`config.mk`:
```
export PLATFORM = sky130hd
export DESIGN_NAME = heartbeat_scheduler
export DESIGN_NICKNAME = d
export VERILOG_FILES = /design/src/rtl/heartbeat_scheduler.sv
export SDC_FILE = /design/constraint.sdc
export NUM_CORES = 1
export LEC_CHECK = 0
export ABC_AREA = 1
export CORE_MARGIN = 2
export CORE_UTILIZATION = 40
export CTS_BUF_LIST = sky130_fd_sc_hd__clkbuf_2
export DETAILED_ROUTE_END_ITERATION = 6
export PLACE_DENSITY = 0.61
export SLEW_MARGIN = 20
export SYNTH_ARGS = -nofsm -noshare
export SYNTH_HDL_FRONTEND = slang
export SYNTH_SLANG_ARGS = --single-unit
```
`constraint.sdc`:
```
create_clock -name clk -period 7.8 [get_ports clk]
set_input_delay 1.56 -clock clk [delete_from_list [all_inputs] [get_ports clk]]
set_output_delay 1.56 -clock clk [all_outputs]
set_load 0.05 [all_outputs]
```
`src/rtl/heartbeat_scheduler.sv`:
```
// Heartbeat sequencer for the shared LED divider: LUB/GAP/DUB/REST at a BPM-derived beat length.
// Optional: define HB_BEAT_COUNT_EN to add the beat_count output.
module heartbeat_scheduler #(
  parameter int CLK_FREQ = 12_000_000,
  parameter int TICK_HZ  = 1000,
  parameter int LUB_MS   = 100,
  parameter int GAP_MS   = 150,
  parameter int DUB_MS   = 100
) (
  input  logic        clk,
  input  logic        rst_n,
  input  logic        enable,
  input  logic [7:0]  bpm_in,
  input  logic        bpm_load,
  output logic        bpm_ack,
  output logic        bpm_busy,
  output logic [3:0]  period,
  output logic [1:0]  phase,
  output logic        beat_active,
  output logic        beat_pulse
`ifdef HB_BEAT_COUNT_EN
  ,
  output logic [15:0] beat_count
`endif
);

  localparam int TICK_DIV = CLK_FREQ / TICK_HZ;
  localparam int PW = (TICK_DIV > 1) ? $clog2(TICK_DIV) : 1;
  localparam logic [PW-1:0] PRESC_MAX = PW'(TICK_DIV - 1);
  localparam logic [15:0] FIXED_MS = 16'(LUB_MS + GAP_MS + DUB_MS);

  typedef enum logic [2:0] {S_IDLE, S_LUB, S_GAP, S_DUB, S_REST} state_t;

  state_t        state;
  logic [PW-1:0] presc;
  logic [15:0]   ms_cnt;
  logic [15:0]   active_beat_ms;
  logic [15:0]   pending_beat_ms;
  logic [15:0]   dur;
  logic          tick;
  logic          last_ms;
  logic          enter_lub;

  always_comb begin
    dur = 16'd1;
    case (state)
      S_LUB:   dur = 16'(LUB_MS);
      S_GAP:   dur = 16'(GAP_MS);
      S_DUB:   dur = 16'(DUB_MS);
      S_REST:  dur = active_beat_ms - FIXED_MS;
      default: dur = 16'd1;
    endcase
  end

  assign tick      = (presc == PRESC_MAX);
  assign last_ms   = tick && (ms_cnt == dur - 16'd1);
  assign enter_lub = enable && ((state == S_IDLE) || ((state == S_REST) && last_ms));

  // Pattern FSM; the prescaler restarts on every LUB entry so each phase is an exact tick multiple.
  always_ff @(posedge clk or negedge rst_n) begin
    if (!rst_n) begin
      state          <= S_IDLE;
      presc          <= '0;
      ms_cnt         <= '0;
      active_beat_ms <= 16'd1000;
      period         <= 4'd0;
      phase          <= 2'd0;
      beat_active    <= 1'b0;
      beat_pulse     <= 1'b0;
    end else begin
      beat_pulse <= 1'b0;
      if (!enable) begin
        state       <= S_IDLE;
        presc       <= '0;
        ms_cnt      <= '0;
        period      <= 4'd0;
        phase       <= 2'd0;
        beat_active <= 1'b0;
      end else if (enter_lub) begin
        if (state == S_REST) active_beat_ms <= pending_beat_ms;
        state       <= S_LUB;
        presc       <= '0;
        ms_cnt      <= '0;
        period      <= 4'd1;
        phase       <= 2'd0;
        beat_active <= 1'b1;
        beat_pulse  <= 1'b1;
      end else if (state != S_IDLE) begin
        presc <= tick ? '0 : presc + 1'b1;
        if (last_ms) begin
          ms_cnt <= '0;
          case (state)
            S_LUB: begin
              state  <= S_GAP;
              period <= 4'd4;
              phase  <= 2'd1;
            end
            S_GAP: begin
              state  <= S_DUB;
              period <= 4'd2;
              phase  <= 2'd2;
            end
            S_DUB: begin
              state  <= S_REST;
              period <= 4'd0;
              phase  <= 2'd3;
            end
            default: ;
          endcase
        end else if (tick) begin
          ms_cnt <= ms_cnt + 16'd1;
        end
      end
    end
  end

  // BPM -> ms: restoring division of 60000 by the clamped rate, one quotient bit per clock.
  logic [7:0]  bpm_clamp;
  logic [7:0]  div;
  logic [7:0]  rem;
  logic [15:0] dq;
  logic [3:0]  step;
  logic [8:0]  sh;
  logic        ge;
  logic [8:0]  diff;
  logic [7:0]  rem_nxt;
  logic [15:0] dq_nxt;

  always_comb begin
    bpm_clamp = bpm_in;
    if (bpm_in < 8'd40)       bpm_clamp = 8'd40;
    else if (bpm_in > 8'd170) bpm_clamp = 8'd170;
  end

  assign sh      = {rem, dq[15]};
  assign ge      = (sh >= {1'b0, div});
  assign diff    = sh - {1'b0, div};
  assign rem_nxt = ge ? diff[7:0] : sh[7:0];
  assign dq_nxt  = {dq[14:0], ge};

  always_ff @(posedge clk or negedge rst_n) begin
    if (!rst_n) begin
      bpm_busy        <= 1'b0;
      bpm_ack         <= 1'b0;
      step            <= 4'd0;
      rem             <= 8'd0;
      dq              <= 16'd0;
      div             <= 8'd0;
      pending_beat_ms <= 16'd1000;
    end else begin
      bpm_ack <= 1'b0;
      if (!bpm_busy) begin
        if (bpm_load) begin
          bpm_busy <= 1'b1;
          step     <= 4'd0;
          rem      <= 8'd0;
          dq       <= 16'd60000;
          div      <= bpm_clamp;
        end
      end else begin
        rem  <= rem_nxt;
        dq   <= dq_nxt;
        step <= step + 4'd1;
        if (step == 4'd15) begin
          bpm_busy        <= 1'b0;
          bpm_ack         <= 1'b1;
          pending_beat_ms <= dq_nxt;
        end
      end
    end
  end

`ifdef HB_BEAT_COUNT_EN
  always_ff @(posedge clk or negedge rst_n) begin
    if (!rst_n)         beat_count <= 16'd0;
    else if (enter_lub) beat_count <= beat_count + 16'd1;
  end
`endif

endmodule

```
# Word-level counts from Yosys, hierarchy flattened
# Index checks and enable logic that the tools add are counted.
# W data, S select, Z words.
totals:
  out_inout_bits: 10
  regBits: 111
  elab_cells: 93
  inputBits: 12
op_classes:
  bitwise_logic: 1
  eq_ne: 12
  n_addsub: 6
  reduce_logical: 13
  order_cmp: 3
  n_mux: 43
ops:
  columns: ["operator", "n"]
  rows:
  - ["$mux W16", 7]
  - ["$mux W14", 4]
  - ["$pmux W16 S3", 1]
  - ["$mux W8", 5]
  - ["$mux W4", 6]
  - ["$add A16 B1 Y16 const B", 1]
  - ["$eq A16 B16 Y1", 1]
  - ["$sub A16 B1 Y16 const B", 1]
  - ["$sub A16 B9 Y16 const B", 1]
  - ["$add A14 B1 Y14 const B", 1]
  - ["$eq A14 B14 Y1 const B", 1]
  - ["$mux W3", 4]
  - ["$pmux W4 S3", 1]
  - ["$ge A9 B8 Y1", 1]
  - ["$mux W1", 9]
  - ["$pmux W3 S3", 1]
  - ["$gt A8 B8 Y1 const B", 1]
  - ["$lt A8 B6 Y1 const B", 1]
  - ["$mux W2", 4]
  - ["$sub A8 B8 Y8", 1]
  - ["$eq A3 B2 Y1 const B", 2]
  - ["$ne A3 B1 Y1 const B", 2]
  - ["$pmux W2 S3", 1]
  - ["$reduce_and A2 Y1", 3]
  - ["other kinds (15)", 18]

# Depth between registers and ports, before layout
# Gate-level depths: netlist of the first run.
depth:
  ltp_word: 11
  depth_mapped: 27
  ltp_nobuf: 26

# Worst setup path after synthesis of the first run
# OpenSTA, ideal clock, no wires.
synth_path:
  kind: "reg2reg"
  start: "register state[1]"
  end: "register presc[2]"
  arrival_time_ps: 2748
  path_buffers: 1
  stages_incl_launch_ff: 27
  slack_ps: 4931
  cell_sequence: "dfrtp_1 -> inv_1 -> nand2_2 -> nor2_4 -> nand2_1 -> nand2_1 -> inv_1 -> ha_1 -> xor2_1 -> inv_1 -> nor2_1 -> nand2_1 -> nor2_1 -> nand2_1 -> nor2_1 -> nand3_1 -> nor2_1 -> nand2_1 -> nor2_1 -> nand3_2 -> nand2_2 -> nand2_4 -> nand2_4 -> inv_4 -> nand2_2 -> buf_6 -> nor2_2"
synth_between:
  elab_chain_len: 11
  elab_cells_between_ends: 17
  classes_between: "add/sub (1); eq/ne (6); mux (3); reduce/logical (7)"
synth_lines:
  columns: ["element", "line_no", "text"]
  rows:
  - ["from (decl)", "34", "state_t state;"]
  - ["from (signal assigned)", "62", "state <= S_IDLE;"]
  - ["from (signal assigned)", "73", "state <= S_IDLE;"]
  - ["from (signal assigned)", "81", "state <= S_LUB;"]
  - ["$eq A3 B2 Y1 or $eq A3 B1 Y1 (tied branches)", "46", "case (state)"]
  - ["$reduce_or A2 Y1 (no line)", null, null]
  - ["$pmux W16 S3", "46", null]
  - ["$sub A16 B1 Y16", "56", "assign last_ms = tick && (ms_cnt == dur - 16'd1);"]
  - ["$eq A16 B16 Y1", "56", null]
  - ["$logic_and A1 B1 Y1", "56", null]
  - ["$logic_and A1 B1 Y1", "57", "assign enter_lub = enable && ((state == S_IDLE) || ((state == S_REST) && last_ms));"]
  - ["$logic_or A1 B1 Y1", "57", null]
  - ["$logic_and A1 B1 Y1", "57", null]
  - ["$mux W14", "79", "end else if (enter_lub) begin"]
  - ["$mux W14", "72", "if (!enable) begin"]
  - ["to (signal assigned)", "89", "presc <= tick ? '0 : presc + 1'b1;"]
  - ["to (decl)", "35", "logic [PW-1:0] presc;"]
# Several ways; a longest one is shown, not always the timed one.
# A chain may end at the register's enable or synchronous reset.

# Final worst setup path of the first run
layout_path:
  start: "register bpm_busy"
  end: "output port bpm_busy"
layout_lines:
  columns: ["element", "line_no", "text"]
  rows:
  - ["from (decl)", "16", "output logic bpm_busy,"]
  - ["from (signal assigned)", "143", "bpm_busy <= 1'b0;"]
  - ["from (signal assigned)", "154", "bpm_busy <= 1'b1;"]
  - ["from (signal assigned)", "165", "bpm_busy <= 1'b0;"]
# No word-level cell between the ends.

==> results of run 1 <==
area by class of cell:
type / instances / area share
Timing Repair Buffer: 22 / 0.0308
Tap cell: 216 / 0.0391
Antenna cell: 1 / 0.000362
Clock buffer: 10 / 0.00724
Clock inverter: 6 / 0.0134
Multi-Input combinational cell: 577 / 0.432
Sequential cell: 110 / 0.400
Inverter: 140 / 0.0764
how the worst max path moves through the flow:
stage / startpoint / to / slack (ps) / cells after the start
finish: bpm_busy / bpm_busy / 3880 / 1
CTS: bpm_busy / bpm_busy / 3790 / 1
global route: state[2] / active_beat_ms[4] / 3500 / 21
global placement: state[2] / active_beat_ms[9] / 4200 / 21
floorplan: state[1] / presc[2] / 4930 / 26
detailed placement: state[2] / active_beat_ms[14] / 4100 / 21
sequential cells by signal, summed over array words and instances, names as in the netlist:
signal,count
state,3
dq,16
bpm_ack,1
period,3
step,4
pending_beat_ms,16
presc,14
phase,2
beat_active,1
beat_pulse,1
active_beat_ms,16
ms_cnt,16
bpm_busy,1
div,8
rem,8
kinds of logic after synthesis:
group           synth area share
compound gates            0.0973
xor+xnor                  0.0495
fa+ha+maj                 0.0287
buf+inv                   0.0985
flops                      0.434
other cells             0.000588
simple gates               0.291
layout by cell type, fill, tap and decap left out, types with 3 or more instances in the layout:
master	instances
a21oi_1	21
o21ai_0	41
inv_1	134
nor2_4	4
o32ai_1	3
o22ai_1	9
nand2_1	205
nor3_1	10
inv_2	5
xnor2_1	3
clkbuf_2	10
xor2_1	33
nand2_2	6
dfstp_2	12
ha_1	13
clkdlybuf4s50_1	19
nand3_1	68
nor2_2	17
nor2_1	77
nand3_2	4
o21ai_1	19
nand2_4	3
nand4_1	15
buf_4	3
a22oi_1	6
a22o_1	4
dfrtp_1	98
where the power goes:
part	switching [µW]	total, µW	internal [µW]
clock	212	298	85.9
sequential	78.4	800	721
combinational	380	633	253
total	670	1730	1060
routing by layer:
| layer | vias to the layer above | part of all wire | global-route usage |
|---|---|---|---|
| met5 | - | 0 | 0 |
| met2 | 50 | 0.46 | 0.266 |
| met3 | 11 | 0.023 | 0.0361 |
| met4 | 0 | 0.013 | 0.0417 |
| li1 | 2714 | - | - |
| met1 | 2311 | 0.50 | 0.224 |
metrics by stage:
| step | instance area (µm²) | utilization | power (µW) |
|---|---|---|---|
| after floorplan | 6380 | - | 1290 |
| after global placement | 6760 | 0.430 | 1440 |
| after detailed placement | 6760 | 0.430 | 1450 |
| after CTS | 6900 | 0.439 | 1750 |
| after global routing | 6910 | 0.440 | 1900 |
| final | 6910 | 0.440 | 1730 |
==> metrics.md, run 1 <==
| Metric | Value |
|---|---|
| Outcome | completed |
| Layout cells sized above 1 | 0.0832 |
| Final routed DRC violation total | 0 |
| Worst-margin pin slew | around 840 ps |
| CP Capture Type | output pin |
| Reg clk slew, reported paths | ~360 ps |
| CTS tree | built |
| DR vias | 5086 |
| Hold Path Stages | 1 |
| Post-route insts no fill | around 1100 |
| Clk buf depth | 2 |
| CP cell instances | clkdlybuf4s50_1 |
| Critical path buffers and inverters | 1 |
| # resized after CTS | 0 |
| RR Startpoint | state[2] |
| RSZ-0062 raised after global routing | no |
| Die ar. | about 17000 µm² |
| Worst setup margin | between 3000 and 4000 ps |
| Synth-to-Final Area Change | 8.40% |
| # hold bufs at CTS | 0 |
| Fin crit share | 0.502 |
| Core outline area | roughly 16000 µm² |
| Avg Inst Size Synth | 7.55 µm² |
| Total GRT Usage | 0.164 |
| Final Wtd Congestion | around 0.83 |
| CTS Sinks | 110 |
| Setup Viol. Count Final | 0 |
| Place WS | between 4000 and 5000 ps |
| Worst vdd ir | 0.235 mV |
| Vias in the first global route | around 4800 |
| Period minus WS final | 3920 ps |
| EDFF count, synth | 0 |
| H-tree Lvls | 3 |
| Gr ovfl total | 0 |
| Worst hold start | presc[0] |
| WHS | 488 ps |
| Post-synthesis instance total | ~850 |
| Crit path max-delay family | buffers and inverters |
| Register area share after synthesis | 0.434 |
| Initial core utilization | 0.406 |
| Reg2reg end | active_beat_ms[10] |
| Initial DRC Count | 240 |
| I/O Buffers | 20 |
| Pwr/cell area | approximately 250 nW/µm² |
| Worst Path Arrival | around 2400 ps |
| DP HPWL | roughly 9400 µm |
| Async set or reset register ratio after synthesis | 1.00 |
| Reg2Reg Depth | 21 |
| Maximum number of pins on one net before global-route repair | 70 |
| MaxCap Viol Count | 0 |
| Achievable Freq | around 260 MHz |
| Routed vias/inst | roughly 4.7 |
| Die Ht | between 100 and 150 µm |
| CTS Root Cell | clkbuf_2 |
| Placed insts | around 1100 |
| Worst Clk Skew | ~52 ps |
| Setup repair bufs after CTS | 0 |
| # rows | 46 |
| Ys Warns | 0 |
| Share of the synthesized area in the top cell type | 0.385 |
| Footprint of the multi-input gates | between 2000 and 3000 µm² |
| I/O Pins | 22 |
| Clk_lat worst skew | around 660 ps |
| Critical path's largest stage delay | around 900 ps |
| Kind of critical path | reg2out |
| DR pass1 iterations | 4 |
| Routed Antenna Nets | 0 |
| Worst reg-to-reg setup slack | 4060 ps |
| Worst min-delay path category | reg2reg |
| Post-synth top cells | nand2_1, inv_1, dfrtp_1 |
| Final Max Slew Viols | 0 |
| Hold endpoint | presc[0] |
| Post-Syn Nets | between 800 and 900 |
| Horiz. Die Dim | around 130 µm |
| Ranking of synthesized cells by area | dfrtp_1, nand2_1, inv_1, nand3_1, dfstp_2 |
| Main synth FF type | dfrtp_1 |
| Slowest CP cell | clkdlybuf4s50_1 |
| Final number of hold-violating endpoints | 0 |
| Initial antenna violation count | 1 |
| Synth cell types | 41 |
| Sequential cell area | around 2800 µm² |
| Setup TNS Final | 0 ps |
| Nets | 886 |
| DRT Wirelength | between 10000 and 15000 µm |
| Mapped cell area | around 6400 µm² |
| Top-count cell post-synth | nand2_1 |
| CP startpoint kind | flop |
| Wire length of the first global-routing pass | approximately 22000 µm |
| Slew headroom | 0.440 |
| Cts bufs inserted | 9 |
| # fillers | 1597 |
| Routed length per instance | ~12 µm |
| FF+latch count, synth | between 100 and 150 |
| Critical Path RT | roughly 6200 ps |
| CP max FO | 19 |
| Largest area contributor in the netlist | dfrtp_1 |
| Leakage | about 0.0032 µW |
Power figures use the tool's default switching activity.
==> inputs of run 2 (changes only) <==
PLACE_DENSITY = 0.63   (was 0.61)
clock period = 3.5 ns   (was 7.8 ns; I/O delays follow)
==> run 2 against run 1 <==
- the run now ends with design-rule violations left
- count of clock-buffer cells in the layout fell by 1
- register-to-register slack got worse by 3700 ps
- worst hold slack improved by 2.2 ps
- clock skew fell by 12 ps
- combinational power rose by 130%
- routed wire length rose by 2.9%
- sequential power rose by 120%
- via count rose by 1.7%
- die area did not move
- power rose by 120%
- critical path type is now reg2reg
- largest cell class unchanged
==> metrics.md, run 2 (same netlist as run 1, synthesis figures left out) <==
| Metric | Value |
|---|---|
| Worst-margin pin slew | 636 ps (-204 ps) |
| Core outline area | 15700 µm² (unchanged) |
| Worst Clk Skew | 39.8 ps (-12.3 ps) |
| Combinational fraction of design power | 0.378 (+0.012) |
| Period minus WS final | around 3100 ps |
| Worst Path Arrival | 3650 ps (+1290 ps) |
| Switching power total | 1500 µW (+120%) |
| DR pass1 iterations | 7 (+3) |
| Placed Area | 6810 µm² (+0.74%) |
| Sequential share of power | 0.468 (+0.006) |
| Reg clk slew, reported paths | 340 ps (-20 ps) |
| Fin crit share | 0.883 |
| Pwr/cell area | 537 nW/µm² (+110%) |
| Clk_lat worst skew | 650 ps (about the same) |
| Achievable Freq | about 320 MHz |
| Commonest non-fill, non-tap cell in the layout | nand2_1 |
| Cts bufs inserted | 9 (unchanged) |
| Most frequent cells in the layout | nand2_1, inv_1, dfrtp_1 |
| Routed vias/inst | 4.70 (about the same) |
| Outcome | complete, but fails checks |
| Setup Viol. Count Final | 0 (unchanged) |
| I/O Pins | 22 (unchanged) |
| Routed length per instance | 11.9 µm (+1.1%) |
| Worst reg-to-reg setup slack | 410 ps (-3650 ps) |
| Routed Antenna Nets | 0 (unchanged) |
| Non-Filler Cell Area, Final | 7100 µm² (+2.7%) |
| Final Wtd Congestion | 0.856 (+3.5%) |
| CTS Root Cell | clkbuf_2 |
| MaxCap Viol Count | 0 (unchanged) |
| Kind of critical path | reg2reg |
| Worst min-delay path category | reg2reg |
| Synth-to-Final Area Change | 11.4% |
| H-tree Lvls | 3 (unchanged) |
| Initial core utilization | 0.406 (unchanged) |
| Setup TNS Final | 0 ps (unchanged) |
| Worst vdd ir | 0.595 mV (+150%) |
| Violated checks | design-rule violations |
| CTS tree | built |
| Slew headroom | 0.576 (+0.136) |
| Power Total | 3810 µW (+120%) |
| Layout cells sized above 1 | 0.102 (+0.0190) |
| Final Max Slew Viols | 0 (unchanged) |
| Nets | 901 (+1.7%) |
| Die ar. | 17000 µm² (unchanged) |
| Leakage | 0.00331 µW (+2.7%) |
| DRT Wirelength | 13100 µm (+2.9%) |
| DP HPWL | 9530 µm (+1.4%) |
| Horiz. Die Dim | 130 µm (unchanged) |
| Clock Power Share | 0.154 (-0.018) |
| # fillers | 1573 (-1.5%) |
| CP max FO | 15 (-4) |
| CTS Sinks | 110 (unchanged) |
| Final routed DRC violation total | 1 (+1) |
| Switching share of power | 0.394 (+0.00612) |
| Total GRT Usage | 0.166 (+0.00199) |
| Maximum number of pins on one net before global-route repair | 49 (-30%) |
| Critical path's largest stage delay | 460 ps (-460 ps) |
| CP startpoint kind | flop |
| Critical Path RT | 4060 ps (-2180 ps) |
| Clk buf depth | 2 (unchanged) |
| Vias in the first global route | 4993 (+4.4%) |
| Final number of hold-violating endpoints | 0 (unchanged) |
| Wire length of the first global-routing pass | 22800 µm (+1.7%) |
| Slowest CP cell | dfrtp_1 |
| CP Capture Type | flop |
| Initial DRC Count | 269 (+12%) |
| Die Ht | 130 µm (unchanged) |
| DR vias | 5174 (+1.7%) |
| # rows | 46 (unchanged) |
| Gr ovfl total | 0 (unchanged) |
| Total internal power | 2310 µW (+120%) |
| Initial antenna violation count | 1 (unchanged) |
| I/O Buffers | 20 (unchanged) |
[run 2: cell types whose count changed in the layout (fill, tap and decap cells not counted), moves of 2 or more]
cell       before  now
buf_12          0    2
dfrtp_1        98   96
dfrtp_2         0    2
diode_2         1    5
buf_4           3   13
nand2_1       205  203
clkbuf_16       0    2
[run 2: final cells by class]
| type | instances | area (µm²) | area share |
|---|---|---|---|
| multi-input cells | 577 | 3020 | 0.425 |
| flip-flops and latches | 110 | 2770 | 0.390 |
| inverters | 140 | 528 | 0.0744 |
| repair buffers | 37 | 388 | 0.0546 |
| well taps | 216 | 270 | 0.0381 |
| clock inverters | 7 | 66.3 | 0.00934 |
| clock buffers | 9 | 45.0 | 0.00634 |
| diodes | 5 | 12.5 | 0.00176 |
[run 2: power by group through the flow]
stage                     registers, µW  logic, µW  clock network, µW
final                              1780       1440                585
after global routing               1820       1680                658
after CTS                          1790       1440                613
after detailed placement           1810       1430                  0
after global placement             1800       1410                  0
after floorplan                    1790       1090                  0
[run 2: routing by layer]
metal | share of wire | GRT usage | wire (µm) | vias up
met1 | 0.50 | 0.222 | 6540 | 2351
met5 | 0 | 0 | 0 | -
met2 | 0.46 | 0.274 | 6100 | 59
li1 | - | - | - | 2754
met4 | 0.012 | 0.0506 | 153 | 0
met3 | 0.026 | 0.0332 | 346 | 10
[run 2: worst max-delay path: cells and delay by family (launching register included)]
kind / cells / cell delay (ps)
adder cells (fa/ha/maj): 1 / 240
buffers and inverters: 4 / 370
flip-flops: 1 / 460
XOR/XNOR: 1 / 150
AND/OR/NAND/NOR: 19 / 1790
[run 2: worst paths after layout]
check	from	to	cells past startpoint
min in group asynchronous	rst_n	ms_cnt[4]	2
min	dq[4]	pending_beat_ms[5]	2
max	state[1]	ms_cnt[7]	25
min reg2reg	dq[4]	pending_beat_ms[5]	2
max in group asynchronous	rst_n	active_beat_ms[8]	3
max reg2reg	state[1]	ms_cnt[7]	25
[run 2: metrics by stage]
stage	util	setup WS [ps]	cells	hold WS (ps)
2_1_floorplan	-	631	845	404
3_3_place_gp	0.434	278	1070	462
3_5_place_dp	0.434	194	1070	461
4_1_cts	0.441	164	1087	496
5_1_grt	0.452	-6.84	1101	518
6_report	0.452	409	1101	490
[run 2: what timing repair did]
action | 4_1_cts | 5_1_grt
endpoints found under the setup margin | 0 | 51
endpoints found under the hold margin | 8 | 0
hold buffers | 1 | 0
setup buffers | 0 | 7
gates resized for setup | 0 | 13
